[src/rtl/mem_arbiter.sv]
// mem_arbiter: single-port RAM arbiter between the icache and the dcache.
//
// One word is served per grant. The dcache has priority, but a streak counter
// forces an icache grant after STARVE_MAX consecutive dcache words that
// completed while the icache was waiting.
//
// Ports:
//   CLK, nRST                clock, asynchronous active-low reset
//   iREN, iaddr              icache read request and word address
//   iload, iwait             icache read data and stall
//   dREN, dWEN               dcache read / write request (write wins)
//   daddr, dstore            dcache word address and write data
//   dload, dwait             dcache read data and stall
//   ramREN, ramWEN           RAM read / write enables
//   ramaddr, ramstore        RAM address and write data
//   ramload, ramstate        RAM read data and status (FREE/BUSY/ACCESS/ERROR)
//   err_flag                 sticky error seen while a requester was granted
module mem_arbiter #(
    parameter int unsigned STARVE_MAX = 4,
    parameter int unsigned RAM_W      = 32
) (
    input  logic             CLK,
    input  logic             nRST,
    // icache side
    input  logic             iREN,
    input  logic [RAM_W-1:0] iaddr,
    output logic [RAM_W-1:0] iload,
    output logic             iwait,
    // dcache side
    input  logic             dREN,
    input  logic             dWEN,
    input  logic [RAM_W-1:0] daddr,
    input  logic [RAM_W-1:0] dstore,
    output logic [RAM_W-1:0] dload,
    output logic             dwait,
    // RAM port
    output logic             ramREN,
    output logic             ramWEN,
    output logic [RAM_W-1:0] ramaddr,
    output logic [RAM_W-1:0] ramstore,
    input  logic [RAM_W-1:0] ramload,
    input  logic [1:0]       ramstate,
    // status
    output logic             err_flag
);

    localparam logic [1:0] RamFree   = 2'd0;
    localparam logic [1:0] RamBusy   = 2'd1;
    localparam logic [1:0] RamAccess = 2'd2;
    localparam logic [1:0] RamError  = 2'd3;

    localparam logic [3:0] StreakMax = 4'(STARVE_MAX);

    typedef enum logic [1:0] {
        StIdle  = 2'd0,
        StDserv = 2'd1,
        StIserv = 2'd2
    } state_t;

    state_t     state;
    logic [3:0] streak;
    logic       err_q;

    logic d_req;
    logic i_force;
    logic ram_access;
    logic ram_error;
    logic granted;

    assign d_req      = dREN | dWEN;
    // icache has been passed over often enough; it wins the next arbitration
    assign i_force    = iREN && (streak == StreakMax);
    assign ram_access = (ramstate == RamAccess);
    assign ram_error  = (ramstate == RamError);
    assign granted    = (state != StIdle);

    // State, streak counter and sticky error bit.
    always_ff @(posedge CLK or negedge nRST) begin
        if (!nRST) begin
            state  <= StIdle;
            streak <= '0;
            err_q  <= 1'b0;
        end else begin
            case (state)
                StIdle: begin
                    if (!iREN) begin
                        streak <= '0;
                    end
                    if (d_req && !i_force) begin
                        state <= StDserv;
                    end else if (iREN) begin
                        state <= StIserv;
                    end
                end

                StDserv: begin
                    if (ram_error) begin
                        err_q <= 1'b1;
                    end
                    if (ram_access) begin
                        state <= StIdle;
                        // only words that kept the icache waiting count
                        if (iREN && (streak < StreakMax)) begin
                            streak <= streak + 4'd1;
                        end
                    end else if (!d_req) begin
                        // requester withdrew: abandon the word, no completion
                        state <= StIdle;
                    end
                end

                StIserv: begin
                    if (ram_error) begin
                        err_q <= 1'b1;
                    end
                    if (ram_access) begin
                        state  <= StIdle;
                        streak <= '0;
                    end else if (!iREN) begin
                        state <= StIdle;
                    end
                end

                default: begin
                    state <= StIdle;
                end
            endcase
        end
    end

    // RAM port and requester-side outputs follow the granted side directly so
    // a zero-wait RAM completes a word in the grant cycle itself.
    always_comb begin
        ramREN   = 1'b0;
        ramWEN   = 1'b0;
        ramaddr  = '0;
        ramstore = '0;
        iload    = '0;
        dload    = '0;
        iwait    = 1'b1;
        dwait    = 1'b1;

        case (state)
            StDserv: begin
                ramaddr  = daddr;
                ramstore = dstore;
                ramWEN   = dWEN;
                ramREN   = dREN & ~dWEN;
                dwait    = ~ram_access;
                if (ram_access) begin
                    dload = ramload;
                end
            end

            StIserv: begin
                ramaddr = iaddr;
                ramREN  = iREN;
                iwait   = ~ram_access;
                if (ram_access) begin
                    iload = ramload;
                end
            end

            default: begin
            end
        endcase
    end

    // Visible in the ERROR cycle itself, then held by err_q until reset.
    assign err_flag = err_q | (granted && ram_error);

    // FREE and BUSY need no handling beyond holding the grant.
    logic unused_status;
    assign unused_status = (ramstate == RamFree) | (ramstate == RamBusy);

endmodule
[config.mk]
export PLATFORM = sky130hd
export DESIGN_NAME = mem_arbiter
export DESIGN_NICKNAME = d
export VERILOG_FILES = /design/src/rtl/mem_arbiter.sv
export SDC_FILE = /design/constraint.sdc
export NUM_CORES = 1
export LEC_CHECK = 0
export CAP_MARGIN = 10
export CORE_AREA = 5 5 102 104
export DETAILED_ROUTE_END_ITERATION = 8
export DIE_AREA = 0 0 107 109
export MAX_ROUTING_LAYER = met4
export PLACE_DENSITY_LB_ADDON = 0.1
export SKIP_CTS_REPAIR_TIMING = 1
export SYNTH_ARGS = -nofsm -noshare
export SYNTH_HDL_FRONTEND = slang
export SYNTH_SLANG_ARGS = --single-unit
[constraint.sdc]
create_clock -name CLK -period 2 [get_ports CLK]
set_input_delay 0.4 -clock CLK [delete_from_list [all_inputs] [get_ports CLK]]
set_output_delay 0.4 -clock CLK [all_outputs]
set_load 0.01 [all_outputs]
---- After elaboration in Yosys (flattened, before gate mapping) ----
Index checks and enable logic that the tools add are counted.
storage, ports and cells
  output and inout port bits .............. 133
  logic and storage cells ................. 55
  flip-flop bits (word level) ............. 7
  bits of input ports ..................... 135
cells by class
  reduce and logical (&&, ||, !) cells .... 12
  add/subtract/negate cells ............... 1
  magnitude comparators ................... 1
  bitwise logic cells ..................... 5
  eq/ne operators ......................... 12
  mux-type cells .......................... 21
operators with widths
  operator                                                    number
  two-way mux 32 bit                                          4
  one-hot mux 32 bit (2 select lines)                         1
  two-way mux 4 bit                                           4
  two-way mux 2 bit                                           6
  one-hot mux 4 bit (3 select lines)                          1
  inequality test 3 bit, second input constant                3
  inequality test 2 bit, second input constant                4
  == test 2 bit, second input constant                        3
  one-hot mux 2 bit (3 select lines)                          1
  AND reduction 5 bit                                         1
  adder 4 x 1 -> 4 bit, second input constant                 1
  == test 4 x 3 -> 1 bit, second input constant               1
  logical AND 1 bit                                           4
  less-than comparator 4 x 3 -> 1 bit, second input constant  1
  two-way mux 1 bit                                           3
  AND reduction 3 bit                                         1
  nonzero test 3 bit                                          1
  == test 2 x 1 -> 1 bit, second input constant               1
  zero test 2 bit                                             1
  NOT 1 bit                                                   2
  OR 1 bit                                                    2
  one-hot mux 1 bit (2 select lines)                          1
  AND reduction 2 bit                                         1
  nonzero test 2 bit                                          1
  3 further kinds                                             3

---- Logic depth before layout (Yosys ltp) ----
Gate-level depths: netlist of run 1.
  depth after elaboration ................. 6
  gate-level depth with buffers ........... 6

---- Worst setup path after synthesis of run 1 ----
OpenSTA, ideal clock, no wires.
  kind .................................... register to output
  from .................................... register state[0]
  to ...................................... output ramaddr[11]
  stages on the path, launching flop included .. 7
  setup slack ............................. 0.035 ns
  arrival ................................. 1.565 ns
  buffers on the path ..................... 2
  required time ........................... 1.600 ns
  cell sequence ........................... dfrtp_1 > inv_1 > ha_1 > clkbuf_1 > clkbuf_1 > a22oi_1 > nor2b_1
on the way
  word-level cells in the longest chain between the ends .. 2
  elaborated cells between the ends (all ways) .. 3
  classes of those cells .................. eq/ne (2); mux (1)
RTL lines
  element                                                         line  source
  start: declaration                                              60    state_t state;
  start signal: assignment                                        80    state <= StIdle;
  start signal: assignment                                        90    state <= StDserv;
  start signal: assignment                                        92    state <= StIserv;
  == test 2 bit / == test 2 x 1 -> 1 bit (equally long branches)  143   case (state)
  one-hot mux 32 bit (2 select lines) *                           143
  end: declaration                                                39    output logic [RAM_W-1:0] ramaddr,
Every way passes the cells marked *; elsewhere a longest branch is shown, timed or not.

---- Worst setup path after layout of run 1 ----
  from .................................... register state[0]
  to ...................................... output ramaddr[12]
The elaborated chain is that of the path after synthesis.

==> qor.txt, run 1 <==
PLACE
------------------------------------------------------------------------------------------
Post-placement setup slack ..................................................    -0.474 ns
Cell count after placement ..................................................          627
HPWL after detailed placement ...............................................      9.70 mm
Post-detailed-placement cell area ...........................................  0.00476 mm2
Buffers on Ports ............................................................          267
Placer congestion estimate ..................................................        0.943

PWR
------------------------------------------------------------------------------------------
Logic pwr share .............................................................        90.3%
Maximum ir drop on the vdd rail .............................................     0.382 mV
Total power density per cell area ...........................................   923 mW/mm2
Internal power ..............................................................      2630 uW
Clock share of power ........................................................         4.5%
Share of total power in sequential cells ....................................         5.2%
Switch share ................................................................        43.6%
Leakage .....................................................................   0.00352 uW
Net load switching power ....................................................      2030 uW

CTS
------------------------------------------------------------------------------------------
Clk Latency, worst-skew pair ................................................      0.23 ns
Clock root cell ............................................................. sky130_fd_sc_hd__clkbuf_8
Sinks on the clock net ......................................................            7
Num CTS Buffers .............................................................            3
Buffer depth of the longest clock path ......................................            2
Worst-path clk slew .........................................................      0.05 ns
H-tree lvl count ............................................................            1
Clock tree from TritonCTS ...................................................          yes

SETUP PATH
------------------------------------------------------------------------------------------
Worst-case reg-to-reg path depth ............................................            7
Worst Setup End Kind ........................................................  output port
Crit-path most repeated cell ................................................ sky130_fd_sc_hd__buf_4
Arrival time of the worst setup path ........................................      1.67 ns
Class of the most critical setup path .......................................      reg2out
Delay of the slowest cell on the worst path .................................      0.38 ns
CP Data Required Time .......................................................      1.60 ns
Buffer and inverter count on the worst path .................................            4
Sort of element at the start of the critical path ...........................     register
Crit Path Max Fanout ........................................................           13
Kind of cell adding the most delay to the critical path ..................... buffers and inverters
Logic depth of the worst setup path including buffers .......................            7
Worst path cell trace ....................................................... buf_4 -> ha_4 -> buf_4 -> clkbuf_16 -> a22oi_1 -> nor2b_1 -> dlymetal6s2s_1
Slowest library cell on the worst path ...................................... sky130_fd_sc_hd__dfrtp_1

YOSYS
------------------------------------------------------------------------------------------
Distinct cell type count after synthesis ....................................           27
Combinational family with the most area after synthesis ..................... simple AND/OR/NAND/NOR gates
Syn Std Cell Area ...........................................................  0.00174 mm2
Sequential element share of the synthesized area ............................        10.1%
Synthesized-area fraction occupied by ao, oa, aoi and oai cells .............        23.6%
Yosys reg bits ..............................................................            7
Fraction of the mapped netlist area in simple logic gates ...................        51.5%
Multiplexer share of the synthesized area ...................................        1.80%
Xor and xnor fraction of the mapped netlist area ............................           0%
Net count of the mapped netlist .............................................          393
EDFF count, synth ...........................................................            0
Proportion of synthesized flip-flops having asynchronous set or reset .......         100%
Main flop type after synthesis .............................................. sky130_fd_sc_hd__dfrtp_1
Average instance area after synthesis .......................................     6.94 um2
Yosys warnings ..............................................................            0
Gate count after technology mapping .........................................          251
Share of synthesized cell area in full adder, half adder and majority cells .        5.03%

TIMING
------------------------------------------------------------------------------------------
Final worst-path cycle share ................................................         104%
Worst Max-Slew Pin Slew .....................................................     0.371 ns
Min Clock Period, post-route ................................................      2.07 ns
Final-layout worst hold slack ...............................................     0.451 ns
Number of max-slew violations in the final report ...........................            0
Clock Skews .................................................................   0.00258 ns
Max Clock Freq ..............................................................      483 MHz
Fin. Hold Viols .............................................................            0
Setup Viol. Count Final .....................................................           10
Worst slew margin relative to its limit .....................................        75.2%
Final worst slack ...........................................................   -0.0724 ns
RSZ-0062 raised after global routing ........................................         true

CELLS AND AREA
------------------------------------------------------------------------------------------
Area growth syn-to-layout ...................................................         190%
Fraction of the core area covered by cells at the end of the flow ...........        53.4%
Final Cell Area .............................................................  0.00505 mm2
Proportion of layout cells with a drive suffix above 1 ......................        22.1%
Final instance count without filler cells ...................................          647
Antenna diode count .........................................................            0
Post-layout net count .......................................................          676
Number of fill cells ........................................................          893

ROUTING
------------------------------------------------------------------------------------------
Iter 0 DRT Violations .......................................................          103
Wire length per cell after detailed routing .................................      19.4 um
Via count ...................................................................        3,027
Vias per std cell ...........................................................         4.68
DRT antenna net count .......................................................            0
Aggregate routed wire length ................................................      12.6 mm
DRC violation count after routing ...........................................            0
TritonRoute pass-1 iters ....................................................            4

GLOBAL ROUTING
------------------------------------------------------------------------------------------
First-pass GRT wire length ..................................................      17.0 mm
Vias in the first global route ..............................................        2,994
Maximum number of pins on one net before global-route repair ................           67
Total routing usage reported by global routing ..............................        19.2%
Number of antenna violations at the first check in global routing ...........            0
Overall overflow remaining after global route ...............................            0

RUN STATUS
------------------------------------------------------------------------------------------
Failing checks .............................................................. setup timing
Result of the run ........................................................... finished with violations

FLOORPLANNING
------------------------------------------------------------------------------------------
Number of rows in the core area .............................................           36
Initial core utilization ....................................................        18.4%
Total die area ..............................................................   0.0117 mm2
Die height ..................................................................       109 um
Number of I/O pins ..........................................................          268
Core Box Area ...............................................................  0.00946 mm2
Overall die width ...........................................................       107 um

RUN
------------------------------------------------------------------------------------------
Max-cap violation count .....................................................            0

WORST HOLD PATH
------------------------------------------------------------------------------------------
Class of the worst hold path ................................................     in2async

[state kept, by name (all words and copies together) (netlist names)]
name / cells
err_q: 1
streak: 4
state: 2
[final timing paths]
kind	from	endpoint	slack, ns
setup / recovery	state[0]$_DFFE_PN0P_	ramaddr[12]	-0.07
hold / removal	nRST	state[1]$_DFFE_PN0P_	0.45
setup reg to reg	state[0]$_DFFE_PN0P_	streak[3]$_DFFE_PN0P_	0.10
hold reg to reg	err_q$_DFFE_PN0P_	err_q$_DFFE_PN0P_	0.47
max in group asynchronous	nRST	state[0]$_DFFE_PN0P_	1.28
min in group CLK	err_q$_DFFE_PN0P_	err_q$_DFFE_PN0P_	0.47
[stage by stage]
step / total power [uW] / setup TNS (ns)
global placement: 4340 / -33.18
detailed placement: 4360 / -34.69
global route: 5000 / -1.31
CTS: 4590 / -51.81
finish: 4660 / -0.337
floorplan: 2030 / 0
[final cells by class]
| class | count | area (um2) | area share (%) |
|---|---|---|---|
| Timing Repair Buffer | 307 | 3140 | 62.1 |
| Multi-Input combinational cell | 208 | 1530 | 30.2 |
| Sequential cell | 7 | 175 | 3.47 |
| Tap cell | 114 | 143 | 2.82 |
| Clock buffer | 4 | 45.0 | 0.891 |
| Inverter | 7 | 26.3 | 0.520 |
[power by group through the flow]
stage | clock network (uW) | logic [uW] | registers [uW]
2_1_floorplan | 0 | 1800 | 236
3_3_place_gp | 0 | 4100 | 240
3_5_place_dp | 0 | 4120 | 242
4_1_cts | 214 | 4130 | 240
5_1_grt | 222 | 4530 | 249
6_report | 209 | 4210 | 244
[cells by family (layout without fill, tap and decap cells)]
| group | Yosys count | count (layout) |
|---|---|---|
| buffers and inverters | 36 | 318 |
| adders and majority gates | 7 | 7 |
| and+or+nand+nor | 148 | 148 |
| AOI/OAI and AO/OA | 50 | 50 |
| DFF | 7 | 7 |
| muxes | 3 | 3 |
[per-layer routing]
| layer | track usage [%] | up-vias | wire [um] |
|---|---|---|---|
| li1 | - | 1457 | - |
| met1 | 21.8 | 1370 | 4750 |
| met2 | 33.4 | 188 | 6260 |
| met3 | 6.34 | 12 | 1370 |
| met4 | 3.56 | 0 | 199 |
| met5 | - | - | 0 |
[synthesized netlist by cell type, types with 3 or more instances]
library cell,instances,area share [%]
sky130_fd_sc_hd__a22oi_1,32,14
sky130_fd_sc_hd__inv_1,7,1.5
sky130_fd_sc_hd__a21oi_1,3,0.86
sky130_fd_sc_hd__nand2_1,9,1.9
sky130_fd_sc_hd__clkbuf_1,26,5.6
sky130_fd_sc_hd__and3_1,64,23
sky130_fd_sc_hd__buf_2,3,0.86
sky130_fd_sc_hd__and2_1,34,12
sky130_fd_sc_hd__nor2_1,4,0.86
sky130_fd_sc_hd__dfrtp_1,7,10
sky130_fd_sc_hd__ha_1,7,5.0
sky130_fd_sc_hd__nor2b_1,34,12
[placed cells by master (no fill, tap or decap), types with 2 or more instances in the layout]
cell type                         instances
sky130_fd_sc_hd__a2111oi_4                2
sky130_fd_sc_hd__a211o_1                  2
sky130_fd_sc_hd__a21oi_1                  3
sky130_fd_sc_hd__a22oi_1                 25
sky130_fd_sc_hd__a22oi_2                  7
sky130_fd_sc_hd__a31oi_1                  2
sky130_fd_sc_hd__and2_1                  34
sky130_fd_sc_hd__and3_1                  64
sky130_fd_sc_hd__buf_12                  11
sky130_fd_sc_hd__buf_4                   23
sky130_fd_sc_hd__buf_6                    2
sky130_fd_sc_hd__clkbuf_16                4
sky130_fd_sc_hd__clkbuf_2                52
sky130_fd_sc_hd__clkbuf_8                 3
sky130_fd_sc_hd__clkdlybuf4s50_1        132
sky130_fd_sc_hd__dfrtp_1                  7
sky130_fd_sc_hd__dlymetal6s2s_1          82
sky130_fd_sc_hd__ha_1                     3
sky130_fd_sc_hd__ha_4                     3
sky130_fd_sc_hd__inv_1                    5
sky130_fd_sc_hd__inv_2                    2
sky130_fd_sc_hd__mux2i_1                  2
sky130_fd_sc_hd__nand2_1                  9
sky130_fd_sc_hd__nor2_1                   4
sky130_fd_sc_hd__nor2b_1                 32
sky130_fd_sc_hd__o21ai_0                  2
(Power assumes the default switching activity.)
==> inputs of run 2 (changes only) <==
--- a/config.mk
+++ b/config.mk
@@ -6,12 +6,16 @@
 export NUM_CORES = 1
 export LEC_CHECK = 0
 export CAP_MARGIN = 10
-export CORE_AREA = 5 5 102 104
+export CELL_PAD_IN_SITES_DETAIL_PLACEMENT = 0
+export CELL_PAD_IN_SITES_GLOBAL_PLACEMENT = 1
+export CORE_ASPECT_RATIO = 1.1
+export CORE_MARGIN = 5
+export CORE_UTILIZATION = 13
 export DETAILED_ROUTE_END_ITERATION = 8
-export DIE_AREA = 0 0 107 109
 export MAX_ROUTING_LAYER = met4
 export PLACE_DENSITY_LB_ADDON = 0.1
 export SKIP_CTS_REPAIR_TIMING = 1
+export SKIP_LAST_GASP = 1
 export SYNTH_ARGS = -nofsm -noshare
 export SYNTH_HDL_FRONTEND = slang
 export SYNTH_SLANG_ARGS = --single-unit
==> run 2 against run 1 <==
Effect of this change:
- the run still ends with setup timing left
- critical endpoint is now ramaddr[1]
- sequential share of layout area down 0.35 points
- clock-buffer cell count did not move
- design area grew 11%
- worst hold slack lost 0.014 ns
- utilization fell by 11 points
==> qor.txt, run 2 (synthesized netlist as in run 1, its figures left out) <==
TIMING
--------------------------------------------------------------------------------
Min Clock Period, post-route ......................................      2.25 ns
Worst Max-Slew Pin Slew ...........................................     0.319 ns
Setup Viol. Count Final ...........................................          100
Final-layout worst hold slack .....................................     0.436 ns
Final worst slack .................................................    -0.253 ns
Number of max-slew violations in the final report .................            0
Fin. Hold Viols ...................................................            0
Worst slew margin relative to its limit ...........................        78.7%
Clock Skews .......................................................  0.000987 ns
RSZ-0062 raised after global routing ..............................         true
Final worst-path cycle share ......................................         113%
Max Clock Freq ....................................................      444 MHz

CELLS AND AREA
--------------------------------------------------------------------------------
Proportion of layout cells with a drive suffix above 1 ............        16.0%
Area used by sequential logic in the layout .......................      175 um2
Commonest non-fill, non-tap cell in the layout .................... sky130_fd_sc_hd__clkdlybuf4s50_1
Number of fill cells ..............................................        1,331
Area growth syn-to-layout .........................................         222%
Fraction of the core area covered by cells at the end of the flow .        42.7%
Most frequent cells in the layout ................................. sky130_fd_sc_hd__clkdlybuf4s50_1 (136), sky130_fd_sc_hd__dlymetal6s2s_1 (123), sky130_fd_sc_hd__and3_1 (64)
Largest registers ranked by flip-flop count ....................... streak: 4 flops, state: 2 flops, err_q: 1 flops
Most flop-heavy register ..........................................       streak
Area of combinational cells with multiple inputs ..................  0.00157 mm2
Number of flip-flops under the largest register name ..............            4
Antenna diode count ...............................................            0
Final instance count without filler cells .........................          705
Post-layout net count .............................................          687

ROUTING
--------------------------------------------------------------------------------
Vias per std cell .................................................         4.38
Via count .........................................................        3,085
Aggregate routed wire length ......................................      13.5 mm
Wire length per cell after detailed routing .......................      19.1 um
DRC violation count after routing .................................            0
DRT antenna net count .............................................            0
TritonRoute pass-1 iters ..........................................            4
Iter 0 DRT Violations .............................................           82

SETUP PATH
--------------------------------------------------------------------------------
Worst Setup End Kind ..............................................  output port
CP Data Required Time .............................................      1.60 ns
Worst-case reg-to-reg path depth ..................................           10
RR Startpoint ..................................................... state[0]$_DFFE_PN0P_
Source of the critical timing path ................................ state[1]$_DFFE_PN0P_
Arrival time of the worst setup path ..............................      1.85 ns
Crit Path Max Fanout ..............................................            8
Sort of element at the start of the critical path .................     register
Class of the most critical setup path .............................      reg2out

CTS
--------------------------------------------------------------------------------
Clk Latency, worst-skew pair ......................................      0.23 ns
Clock tree from TritonCTS .........................................          yes
Sinks on the clock net ............................................            7
H-tree lvl count ..................................................            1
Num CTS Buffers ...................................................            3
Worst-path clk slew ...............................................      0.03 ns
Buffer depth of the longest clock path ............................            2
Clock root cell ................................................... sky130_fd_sc_hd__clkbuf_16

WORST HOLD PATH
--------------------------------------------------------------------------------
Class of the worst hold path ......................................     in2async

RUN STATUS
--------------------------------------------------------------------------------
Result of the run ................................................. finished with violations
Failing checks .................................................... setup timing

PWR
--------------------------------------------------------------------------------
Maximum ir drop on the vdd rail ...................................     0.380 mV
Leakage ...........................................................   0.00430 uW
Total power density per cell area .................................   945 mW/mm2

RUN
--------------------------------------------------------------------------------
Max-cap violation count ...........................................            0

FLOORPLANNING
--------------------------------------------------------------------------------
Overall die width .................................................       120 um
Initial core utilization ..........................................        13.2%
Number of rows in the core area ...................................           44
Number of I/O pins ................................................          268
Die height ........................................................       131 um
Total die area ....................................................   0.0158 mm2
Core Box Area .....................................................   0.0132 mm2

PLACE
--------------------------------------------------------------------------------
Cell count after placement ........................................          677
Placer congestion estimate ........................................        0.764
Buffers on Ports ..................................................          267
HPWL after detailed placement .....................................      9.95 mm

GLOBAL ROUTING
--------------------------------------------------------------------------------
Maximum number of pins on one net before global-route repair ......           68
Number of antenna violations at the first check in global routing .            0
Total routing usage reported by global routing ....................        14.2%
Overall overflow remaining after global route .....................            0
Vias in the first global route ....................................        3,062
First-pass GRT wire length ........................................      17.7 mm

run 2: final timing paths:
kind	endpoint	slack, ns
min in group CLK	err_q$_DFFE_PN0P_	0.47
max reg2reg	streak[2]$_DFFE_PN0P_	-0.06
max	ramaddr[1]	-0.25
min	state[0]$_DFFE_PN0P_	0.44
min reg2reg	err_q$_DFFE_PN0P_	0.47
max in group asynchronous	streak[2]$_DFFE_PN0P_	1.32
run 2: critical path, stage by stage (launching register included):
cell and delay, ns:
sky130_fd_sc_hd__dfrtp_1 0.40, sky130_fd_sc_hd__inv_2 0.12, sky130_fd_sc_hd__ha_4 0.19, sky130_fd_sc_hd__buf_4 0.16, sky130_fd_sc_hd__a22oi_1 0.08, sky130_fd_sc_hd__nor2b_1 0.13, sky130_fd_sc_hd__clkdlybuf4s50_1 0.55
run 2: through the flow:
stage	setup TNS, ns	area (um2)	setup WS [ns]	total power (uW)
3_3_place_gp	-38.98	4820	-0.500	4400
5_1_grt	-14.38	5610	-0.342	5710
4_1_cts	-56.84	4900	-0.517	4760
2_1_floorplan	0	1740	0.0350	2030
3_5_place_dp	-39.71	4820	-0.503	4410
6_report	-5.98	5610	-0.253	5300
run 2: area by class of cell:
class,count,area share (%)
clock buffers,4,1.40
inverters,7,0.468
multi-input cells,208,27.9
flip-flops and latches,7,3.12
well taps,161,3.59
repair buffers,318,63.5
run 2: power by group:
part           switching [uW]  leakage [uW]  total [uW]  internal, uW
Clock                    65.0     0.0000382         329           264
Sequential               61.6     0.0000890         251           190
Combinational            2050       0.00417        4720          2670
Total                    2180       0.00430        5300          3130
run 2: per-layer routing:
metal	track usage, %	part of all wire [%]	up-vias
met5	-	0	-
met3	4.47	11	2
li1	-	-	1479
met4	0.567	0.10	0
met2	25.8	51	186
met1	16.1	38	1418
==> inputs of run 3 (changes only) <==
--- a/config.mk
+++ b/config.mk
@@ -8,7 +8,7 @@
 export CAP_MARGIN = 10
 export CELL_PAD_IN_SITES_DETAIL_PLACEMENT = 0
 export CELL_PAD_IN_SITES_GLOBAL_PLACEMENT = 1
-export CORE_ASPECT_RATIO = 1.1
+export CORE_ASPECT_RATIO = 2
 export CORE_MARGIN = 5
 export CORE_UTILIZATION = 13
 export DETAILED_ROUTE_END_ITERATION = 8
==> run 3 against run 2 <==
Effect of this change:
- the flow still finishes with violations (setup timing)
- first-iteration DRC count fell by 34%
- sequential power shrank 3%
- register-to-register slack improved by 0.18 ns
- critical path depth down 1
- worst setup slack worse by 0.032 ns
- die area grew 0.87%
- clock power grew 6%
- power is 7.6% lower
- cell count shrank 1.4%
- largest power group unchanged
- highest routed layer unchanged
==> qor.txt, run 3 (synthesized netlist as in run 1, its figures left out) <==
TIMING
--------------------------------------------------------------------------------
Setup Viol. Count Final ...........................................           24
Final worst slack .................................................    -0.285 ns
Min Clock Period, post-route ......................................      2.28 ns
Max Clock Freq ....................................................      438 MHz
Final worst-path cycle share ......................................         114%
Fin. Hold Viols ...................................................            0
Worst Max-Slew Pin Slew ...........................................     0.380 ns
Worst slew margin relative to its limit ...........................        74.6%
Clock Skews .......................................................   0.00779 ns
Number of max-slew violations in the final report .................            0
RSZ-0062 raised after global routing ..............................         true

FLOORPLANNING
--------------------------------------------------------------------------------
Core Box Area .....................................................   0.0133 mm2
Die height ........................................................       174 um
Number of I/O pins ................................................          268
Overall die width .................................................      91.8 um
Initial core utilization ..........................................        13.1%
Total die area ....................................................   0.0160 mm2
Number of rows in the core area ...................................           60

CTS
--------------------------------------------------------------------------------
H-tree lvl count ..................................................            1
Worst-path clk slew ...............................................      0.04 ns
Num CTS Buffers ...................................................            3
Sinks on the clock net ............................................            7
Clk Latency, worst-skew pair ......................................      0.24 ns
Clock tree from TritonCTS .........................................          yes
Clock root cell ................................................... sky130_fd_sc_hd__clkbuf_16
Buffer depth of the longest clock path ............................            2

ROUTING
--------------------------------------------------------------------------------
TritonRoute pass-1 iters ..........................................            6
Aggregate routed wire length ......................................      12.9 mm
Vias per std cell .................................................         4.41
Iter 0 DRT Violations .............................................           54
Via count .........................................................        3,062
DRC violation count after routing .................................            0
DRT antenna net count .............................................            0
Wire length per cell after detailed routing .......................      18.5 um

CELLS AND AREA
--------------------------------------------------------------------------------
Commonest non-fill, non-tap cell in the layout .................... sky130_fd_sc_hd__clkdlybuf4s50_1
Proportion of layout cells with a drive suffix above 1 ............        13.9%
Number of flip-flops under the largest register name ..............            4
Area of combinational cells with multiple inputs ..................  0.00148 mm2
Area growth syn-to-layout .........................................         213%
Final Cell Area ...................................................  0.00546 mm2
Post-layout net count .............................................          682
Largest registers ranked by flip-flop count ....................... streak: 4 flops, state: 2 flops, err_q: 1 flops
Area used by sequential logic in the layout .......................      175 um2
Number of fill cells ..............................................        1,361
Most flop-heavy register ..........................................       streak
Most frequent cells in the layout ................................. sky130_fd_sc_hd__clkdlybuf4s50_1 (139), sky130_fd_sc_hd__dlymetal6s2s_1 (118), sky130_fd_sc_hd__and3_1 (63)

PWR
--------------------------------------------------------------------------------
Leakage ...........................................................   0.00416 uW
Switch share ......................................................        41.5%
Share of total power in sequential cells ..........................         5.0%
Logic pwr share ...................................................        87.9%
Net load switching power ..........................................      2030 uW
Total power density per cell area .................................   898 mW/mm2
Maximum ir drop on the vdd rail ...................................     0.377 mV
Post-layout power .................................................      4900 uW
Clock share of power ..............................................         7.1%
Internal power ....................................................      2870 uW

GLOBAL ROUTING
--------------------------------------------------------------------------------
First-pass GRT wire length ........................................      17.4 mm
M3 GR Usage .......................................................        5.69%
GRT busiest layer .................................................         met2
Met2 usage ........................................................        25.9%
Overall overflow remaining after global route .....................            0
Global Route met1 Usage ...........................................        14.5%
Vias in the first global route ....................................        3,132
Number of antenna violations at the first check in global routing .            1
Total routing usage reported by global routing ....................        14.2%
Maximum number of pins on one net before global-route repair ......           67

SETUP PATH
--------------------------------------------------------------------------------
Worst Setup End Kind ..............................................  output port
Sort of element at the start of the critical path .................     register
CP Data Required Time .............................................      1.60 ns
Arrival time of the worst setup path ..............................      1.88 ns
Class of the most critical setup path .............................      reg2out
Crit Path Max Fanout ..............................................           21

PLACE
--------------------------------------------------------------------------------
Buffers on Ports ..................................................          267
HPWL after detailed placement .....................................      9.70 mm
Post-detailed-placement cell area .................................  0.00480 mm2
Placer congestion estimate ........................................        0.746
Post-placement setup slack ........................................    -0.505 ns

WORST HOLD PATH
--------------------------------------------------------------------------------
Class of the worst hold path ......................................     in2async

RUN STATUS
--------------------------------------------------------------------------------
Result of the run ................................................. finished with violations
Failing checks .................................................... setup timing

RUN
--------------------------------------------------------------------------------
Max-cap violation count ...........................................            0

-- run 3: cell types whose count changed in the layout (fill, tap and decap cells not counted), sizes merged --
cell,change
clkbuf,+1
clkinv,+1
buf,-5
diode,+1
clkdlybuf4s50,+3
dlymetal6s2s,-5
-- run 3: critical path, stage by stage, from the launching register on --
cell and delay, ns:
sky130_fd_sc_hd__dfrtp_1 0.35, sky130_fd_sc_hd__inv_2 0.07, sky130_fd_sc_hd__ha_2 0.38, sky130_fd_sc_hd__buf_12 0.15
sky130_fd_sc_hd__nor2b_1 0.13, sky130_fd_sc_hd__clkdlybuf4s50_1 0.55
-- run 3: area by class of cell --
type	count	share of cell area, %
multi-input combinational	208	27.1
clock buffer	3	1.38
clock inverter	1	0.0917
timing repair buffer	313	64.2
antenna	1	0.0459
sequential	7	3.21
inverter	7	0.482
tap	155	3.55
-- run 3: power by group through the flow --
stage	clock network, uW	registers [uW]	logic (uW)
floorplan	0	236	1800
global placement	0	242	4190
detailed placement	0	241	4140
CTS	355	240	4170
global route	367	250	4680
finish	348	243	4310
-- run 3: path summary, 6_finish.rpt --
path	start	to	slack, ns	depth (start not counted)
worst min-delay path	nRST	err_q$_DFFE_PN0P_	0.45	1
worst max register to register	state[0]$_DFFE_PN0P_	streak[3]$_DFFE_PN0P_	0.12	8
max in group asynchronous	nRST	streak[0]$_DFFE_PN0P_	1.27	1
worst max-delay path	state[1]$_DFFE_PN0P_	ramaddr[30]	-0.28	5
worst min register to register	err_q$_DFFE_PN0P_	err_q$_DFFE_PN0P_	0.47	1
min in group CLK	err_q$_DFFE_PN0P_	err_q$_DFFE_PN0P_	0.47	1
-- run 3: per-stage QoR --
stage / hold WS, ns / instances / setup TNS [ns] / util [%]
after floorplan: 0.104 / 251 / 0 / -
after global placement: 0.448 / 670 / -39.23 / 36.1
after detailed placement: 0.456 / 670 / -37.26 / 36.1
after CTS: 0.461 / 674 / -54.89 / 36.8
after global routing: 0.488 / 695 / -4.67 / 41.1
final: 0.451 / 695 / -2.63 / 41.1
-- run 3: per-layer routing --
layer	vias to the layer above	wire length, um
li1	1475	-
met1	1416	4400
met2	165	7050
met3	6	1330
met4	0	110
met5	-	0
